===== src/rtl/posit_mult_arbiter.sv =====
// Round-robin arbiter sharing one combinational posit multiplier between
// two operand sources; registers operands, captures product with ID.
module posit_mult_arbiter #(
    parameter int N  = 32,
    parameter int ES = 4
) (
    input  logic         i_clk,
    input  logic         i_rst,
    input  logic         i_req0_valid,
    output logic         o_req0_ready,
    input  logic [N-1:0] i_req0_in1,
    input  logic [N-1:0] i_req0_in2,
    input  logic         i_req1_valid,
    output logic         o_req1_ready,
    input  logic [N-1:0] i_req1_in1,
    input  logic [N-1:0] i_req1_in2,
    output logic [N-1:0] o_mul_in1,
    output logic [N-1:0] o_mul_in2,
    input  logic [N-1:0] i_mul_out,
    output logic         o_res_valid,
    input  logic         i_res_ready,
    output logic [N-1:0] o_res_out,
    output logic         o_res_id,
    output logic         o_busy
);

    if (N < 3 || ES > N - 3) begin : g_bad_cfg
        $error("posit_mult_arbiter: ES too wide for N");
    end

    typedef enum logic [1:0] {
        S_IDLE,
        S_MULT,
        S_HOLD
    } state_t;

    state_t       r_state;
    state_t       w_state_nxt;
    logic         r_last;
    logic         r_id;
    logic         r_arm;
    logic [N-1:0] r_mul_in1;
    logic [N-1:0] r_mul_in2;
    logic [N-1:0] r_res_out;
    logic         r_res_id;
    logic         r_res_valid;

    logic         w_grant0;
    logic         w_grant1;
    logic         w_slot;
    logic         w_acc0;
    logic         w_acc1;
    logic         w_acc;
    logic [N-1:0] w_op1;
    logic [N-1:0] w_op2;

    // r_arm keeps READY low in the cycle reset is released
    always_comb begin
        w_grant0 = i_req0_valid & (~i_req1_valid | r_last);
        w_grant1 = i_req1_valid & (~i_req0_valid | ~r_last);
        w_slot   = r_arm & ~i_rst &
                   ((r_state == S_IDLE) |
                    ((r_state == S_HOLD) & i_res_ready));
        w_acc0   = w_grant0 & w_slot;
        w_acc1   = w_grant1 & w_slot;
        w_acc    = w_acc0 | w_acc1;
        w_op1    = w_acc1 ? i_req1_in1 : i_req0_in1;
        w_op2    = w_acc1 ? i_req1_in2 : i_req0_in2;
    end

    always_comb begin
        w_state_nxt = r_state;
        unique case (r_state)
            S_IDLE: begin
                if (w_acc) w_state_nxt = S_MULT;
            end
            S_MULT: begin
                w_state_nxt = S_HOLD;
            end
            S_HOLD: begin
                if (w_acc)
                    w_state_nxt = S_MULT;
                else if (i_res_ready)
                    w_state_nxt = S_IDLE;
            end
            default: begin
                w_state_nxt = S_IDLE;
            end
        endcase
    end

    always_ff @(posedge i_clk or posedge i_rst) begin
        if (i_rst) begin
            r_state <= S_IDLE;
            r_arm   <= 1'b0;
        end else begin
            r_state <= w_state_nxt;
            r_arm   <= 1'b1;
        end
    end

    // Pointer resets to 1 so requester 0 wins the first tie
    always_ff @(posedge i_clk or posedge i_rst) begin
        if (i_rst) begin
            r_mul_in1 <= '0;
            r_mul_in2 <= '0;
            r_id      <= 1'b0;
            r_last    <= 1'b1;
        end else if (w_acc) begin
            r_mul_in1 <= w_op1;
            r_mul_in2 <= w_op2;
            r_id      <= w_acc1;
            r_last    <= w_acc1;
        end
    end

    always_ff @(posedge i_clk or posedge i_rst) begin
        if (i_rst) begin
            r_res_out   <= '0;
            r_res_id    <= 1'b0;
            r_res_valid <= 1'b0;
        end else if (r_state == S_MULT) begin
            r_res_out   <= i_mul_out;
            r_res_id    <= r_id;
            r_res_valid <= 1'b1;
        end else if (r_state == S_HOLD && i_res_ready) begin
            r_res_valid <= 1'b0;
        end
    end

    assign o_req0_ready = w_acc0;
    assign o_req1_ready = w_acc1;
    assign o_mul_in1    = r_mul_in1;
    assign o_mul_in2    = r_mul_in2;
    assign o_res_out    = r_res_out;
    assign o_res_id     = r_res_id;
    assign o_res_valid  = r_res_valid;
    assign o_busy       = (r_state != S_IDLE);

endmodule


===== config.mk =====
export PLATFORM = sky130hd
export DESIGN_NAME = posit_mult_arbiter
export DESIGN_NICKNAME = d
export VERILOG_FILES = /design/src/rtl/posit_mult_arbiter.sv
export SDC_FILE = /design/constraint.sdc
export NUM_CORES = 1
export LEC_CHECK = 0
export ABC_AREA = 1
export BUFFER_PORTS_ARGS = -buffer_cell sky130_fd_sc_hd__buf_2
export CAP_MARGIN = 0
export CORE_MARGIN = 5
export CORE_UTILIZATION = 46
export CTS_CLUSTER_SIZE = 30
export DETAILED_ROUTE_END_ITERATION = 8
export PLACE_DENSITY_LB_ADDON = 0.05
export SYNTH_ARGS = -nofsm -noshare
export SYNTH_HDL_FRONTEND = slang
export SYNTH_SLANG_ARGS = --single-unit

===== constraint.sdc =====
create_clock -name i_clk -period 4.25 [get_ports i_clk]
set_clock_uncertainty 0.2 [all_clocks]
set_input_delay 0.425 -clock i_clk [delete_from_list [all_inputs] [get_ports i_clk]]
set_output_delay 0.425 -clock i_clk [all_outputs]
set_load 0.05 [all_outputs]

==> results by group <==
Synthesis
  – Seq/Total Area, Yosys: 0.479
  – Mux cell area share after synthesis: 0
  – #FFs+latches synth: 103
  – Post-Syn Area per Cell: 7.35 um^2
  – Post-Synth Adder-Cell Area: 0
  – Post-synthesis simple-gate area fraction: 0.360
  – Syn Inst Count: 732
  – Synth warnings: 0
  – Compound-gate portion of the synthesized area: 0.00721
  – Mapped Area: 5380 um^2
  – Post-synthesis xor/xnor area fraction: 0
  – Main combinational cell family by area after synthesis: simple AND/OR/NAND/NOR gates
  – Post-Syn Nets: 897
  – Netlist cell types: 19

Power
  – Switching pwr: 0.00276 W
  – Sequential power share: 0.319
  – Logic pwr share: 0.532
  – Clk pwr share: 0.149
  – Leakage: 4.41 nW
  – Power Dens Cells: 742 nW/um^2
  – Switching share of total power: 0.532
  – Peak supply drop: 0.465 mV
  – Internal: 0.00243 W

Layout
  – Synthesis-to-finish area growth: 30.1%
  – Reg area: 2580 um^2
  – Area of the multi-input gates: 2020 um^2
  – # fillers: 1,074
  – NumNets Final: 1,128
  – Fraction of layout cells with a size suffix above 1: 0.311
  – Final Core Density: 0.613

Place
  – GP Congestion: 0.889
  – Port bufs: 265
  – Post-DP HPWL: 11,700 um

Floorplanning
  – Height of the chip: 118 um
  – IO Pins: 266
  – # rows: 39
  – Die ar.: 14,000 um^2
  – Die Span X: 118 um
  – Core Region: 11,400 um^2
  – Initial Util: 0.471

Global routing
  – GRT Total Usage: 0.229
  – Vias in the first global route: 5,618
  – Largest net degree at the start of global routing: 80
  – Initial antenna violation count: 2
  – Grt total ovfl: 0
  – First-pass GRT wire length: 27,000 um

CTS
  – Root buf cell: clkbuf_16
  – Hold_buf cts: 0
  – Post-CTS setup buffers: 0
  – CTS Sinks: 103
  – CTS tree: yes
  – Clk Latency, worst-skew pair: 0.33 ns
  – CTS Buf Count: 9
  – Maximum clock path buffer count: 2
  – Reg clk slew, reported paths: 0.07 ns
  – Post-cts repair resize count: 0
  – H-tree levels: 3

Critical path
  – Startpoint types: flip-flop
  – Critical path fanouts, max: 26
  – Arrival time of the worst setup path: 2.51 ns
  – Worst reg2reg startpoint: r_arm
  – Crit end category: primary output
  – R2r setup slk: 1.46 ns
  – Reg-to-reg endpoint: o_mul_in2[29]
  – Worst Path Required: 3.62 ns
  – Setup CP Type: reg2out
  – R2R depth: 8

Route
  – Post-route DRC violation count: 0
  – DR WL/cell: 14.8 um
  – Initial DRC Count: 443
  – First drt pass iteration count: 4
  – Via density: 5.04
  – Final wirelength: 16,400 um
  – Routed Antenna Nets: 0
  – Vias: 5,610

Job
  – Max-cap viol count: 0

STA
  – Fin crit share: 0.739
  – Setup TNS: 0 ns
  – Slew HR: 0.362
  – Fin crit period: 3.14 ns
  – Final setup fails: 0
  – Fin. max-slew vios: 0
  – RSZ-0062 raised after global routing: false
  – Highest clock rate: 319 MHz
  – Measured slew at the worst slew-check pin: 0.958 ns
  – Hold Vio Cnt, Final: 0

Status
  – Status: finished clean

Hold path
  – WHS Path Cells: 3
  – Type of the most critical hold path: in2reg
  – WHS Endpoint: o_res_out[15]
  – Worst Hold Launch: i_mul_out[15]
power groups by stage:
stage                     Clock, W  Combinational (W)  Sequential [W]
final                     0.000774            0.00277         0.00166
after global routing      0.000830            0.00294         0.00170
after CTS                 0.000788            0.00279         0.00165
after detailed placement         0            0.00279         0.00166
after global placement           0            0.00276         0.00166
after floorplan                  0           0.000607         0.00311
worst max-delay path, stage by stage, from the launching register on:
cell	delay (ns)
dfrtp_1	0.45
a21oi_4	0.61
nand3_2	0.41
buf_4	0.33
inv_1	0.11
buf_2	0.27
placed cells by master, fill, tap and decap left out, drive strengths merged:
cell and n:
buf 275, nand2 227, inv 140, nand3 132, dfrtp 102, nand4 64
clkbuf 13, o21ai 4, a21oi 3, diode 2, clkinv 2, nor2 2
or2 1, clkinvlp 1, conb 1, dfstp 1
metrics by stage:
stage               hold WS, ns  power [W]  cell area (um^2)  instances  setup WS, ns
floorplan                 0.283    0.00372              5380        732         0.923
global placement          0.249    0.00441              6720       1095          1.35
detailed placement        0.253    0.00445              6720       1095          1.27
CTS                      0.0818    0.00523              7000       1111          1.09
global route             0.0885    0.00547              7000       1113         0.906
finish                   0.0919    0.00520              7000       1113          1.11
cells in the mapped netlist:
master	count	share of area
dfstp_2	1	0.0049
a21oi_2	1	0.0016
nor2_2	1	0.0012
o21ai_0	4	0.0037
nor2_1	1	0.00070
dfrtp_1	102	0.47
clkbuf_1	9	0.0063
buf_4	1	0.0014
nand3_1	131	0.12
nand2_1	227	0.16
nand4_1	64	0.074
or2_2	1	0.0012
buf_6	5	0.010
nand3_2	1	0.0019
inv_2	2	0.0014
buf_2	40	0.037
conb_1	1	0.00070
a21oi_1	2	0.0019
inv_1	138	0.096
sequential cells by signal (all words and copies together) (netlist names):
| name | flops |
|---|---|
| o_res_id | 1 |
| o_mul_in2 | 32 |
| o_res_out | 32 |
| r_state | 2 |
| o_mul_in1 | 32 |
| r_last | 1 |
| o_res_valid | 1 |
| r_arm | 1 |
| r_id | 1 |
worst max path at each step:
stage	end	start	slack, ns
CTS	o_req0_ready	r_state[1]	1.09
floorplan	o_mul_in1[0]	i_rst	0.92
global route	o_req0_ready	r_state[1]	0.91
detailed placement	o_mul_in1[7]	i_rst	1.27
finish	o_req0_ready	r_state[1]	1.11
global placement	o_mul_in1[30]	i_rst	1.35
cells by family after synthesis:
logic type | Yosys count
buffers and inverters | 195
DFF | 103
other | 1
and+or+nand+nor | 426
AOI/OAI and AO/OA | 7
per-layer routing:
layer,vias up,wire [um],global-route usage
li1,2739,-,-
met2,249,8200,0.384
met4,0,405,0.0817
met5,-,0,0
met1,2590,6500,0.293
met3,32,1320,0.0482
layout make-up:
| cell class | instances | area share |
|---|---|---|
| Antenna cell | 2 | 0.000715 |
| Clock buffer | 13 | 0.0372 |
| Clock inverter | 3 | 0.00250 |
| Inverter | 140 | 0.0754 |
| Multi-Input combinational cell | 434 | 0.288 |
| Sequential cell | 103 | 0.368 |
| Tap cell | 143 | 0.0256 |
| Timing Repair Buffer | 275 | 0.202 |
Note: power is estimated with default switching activity, not from simulation.
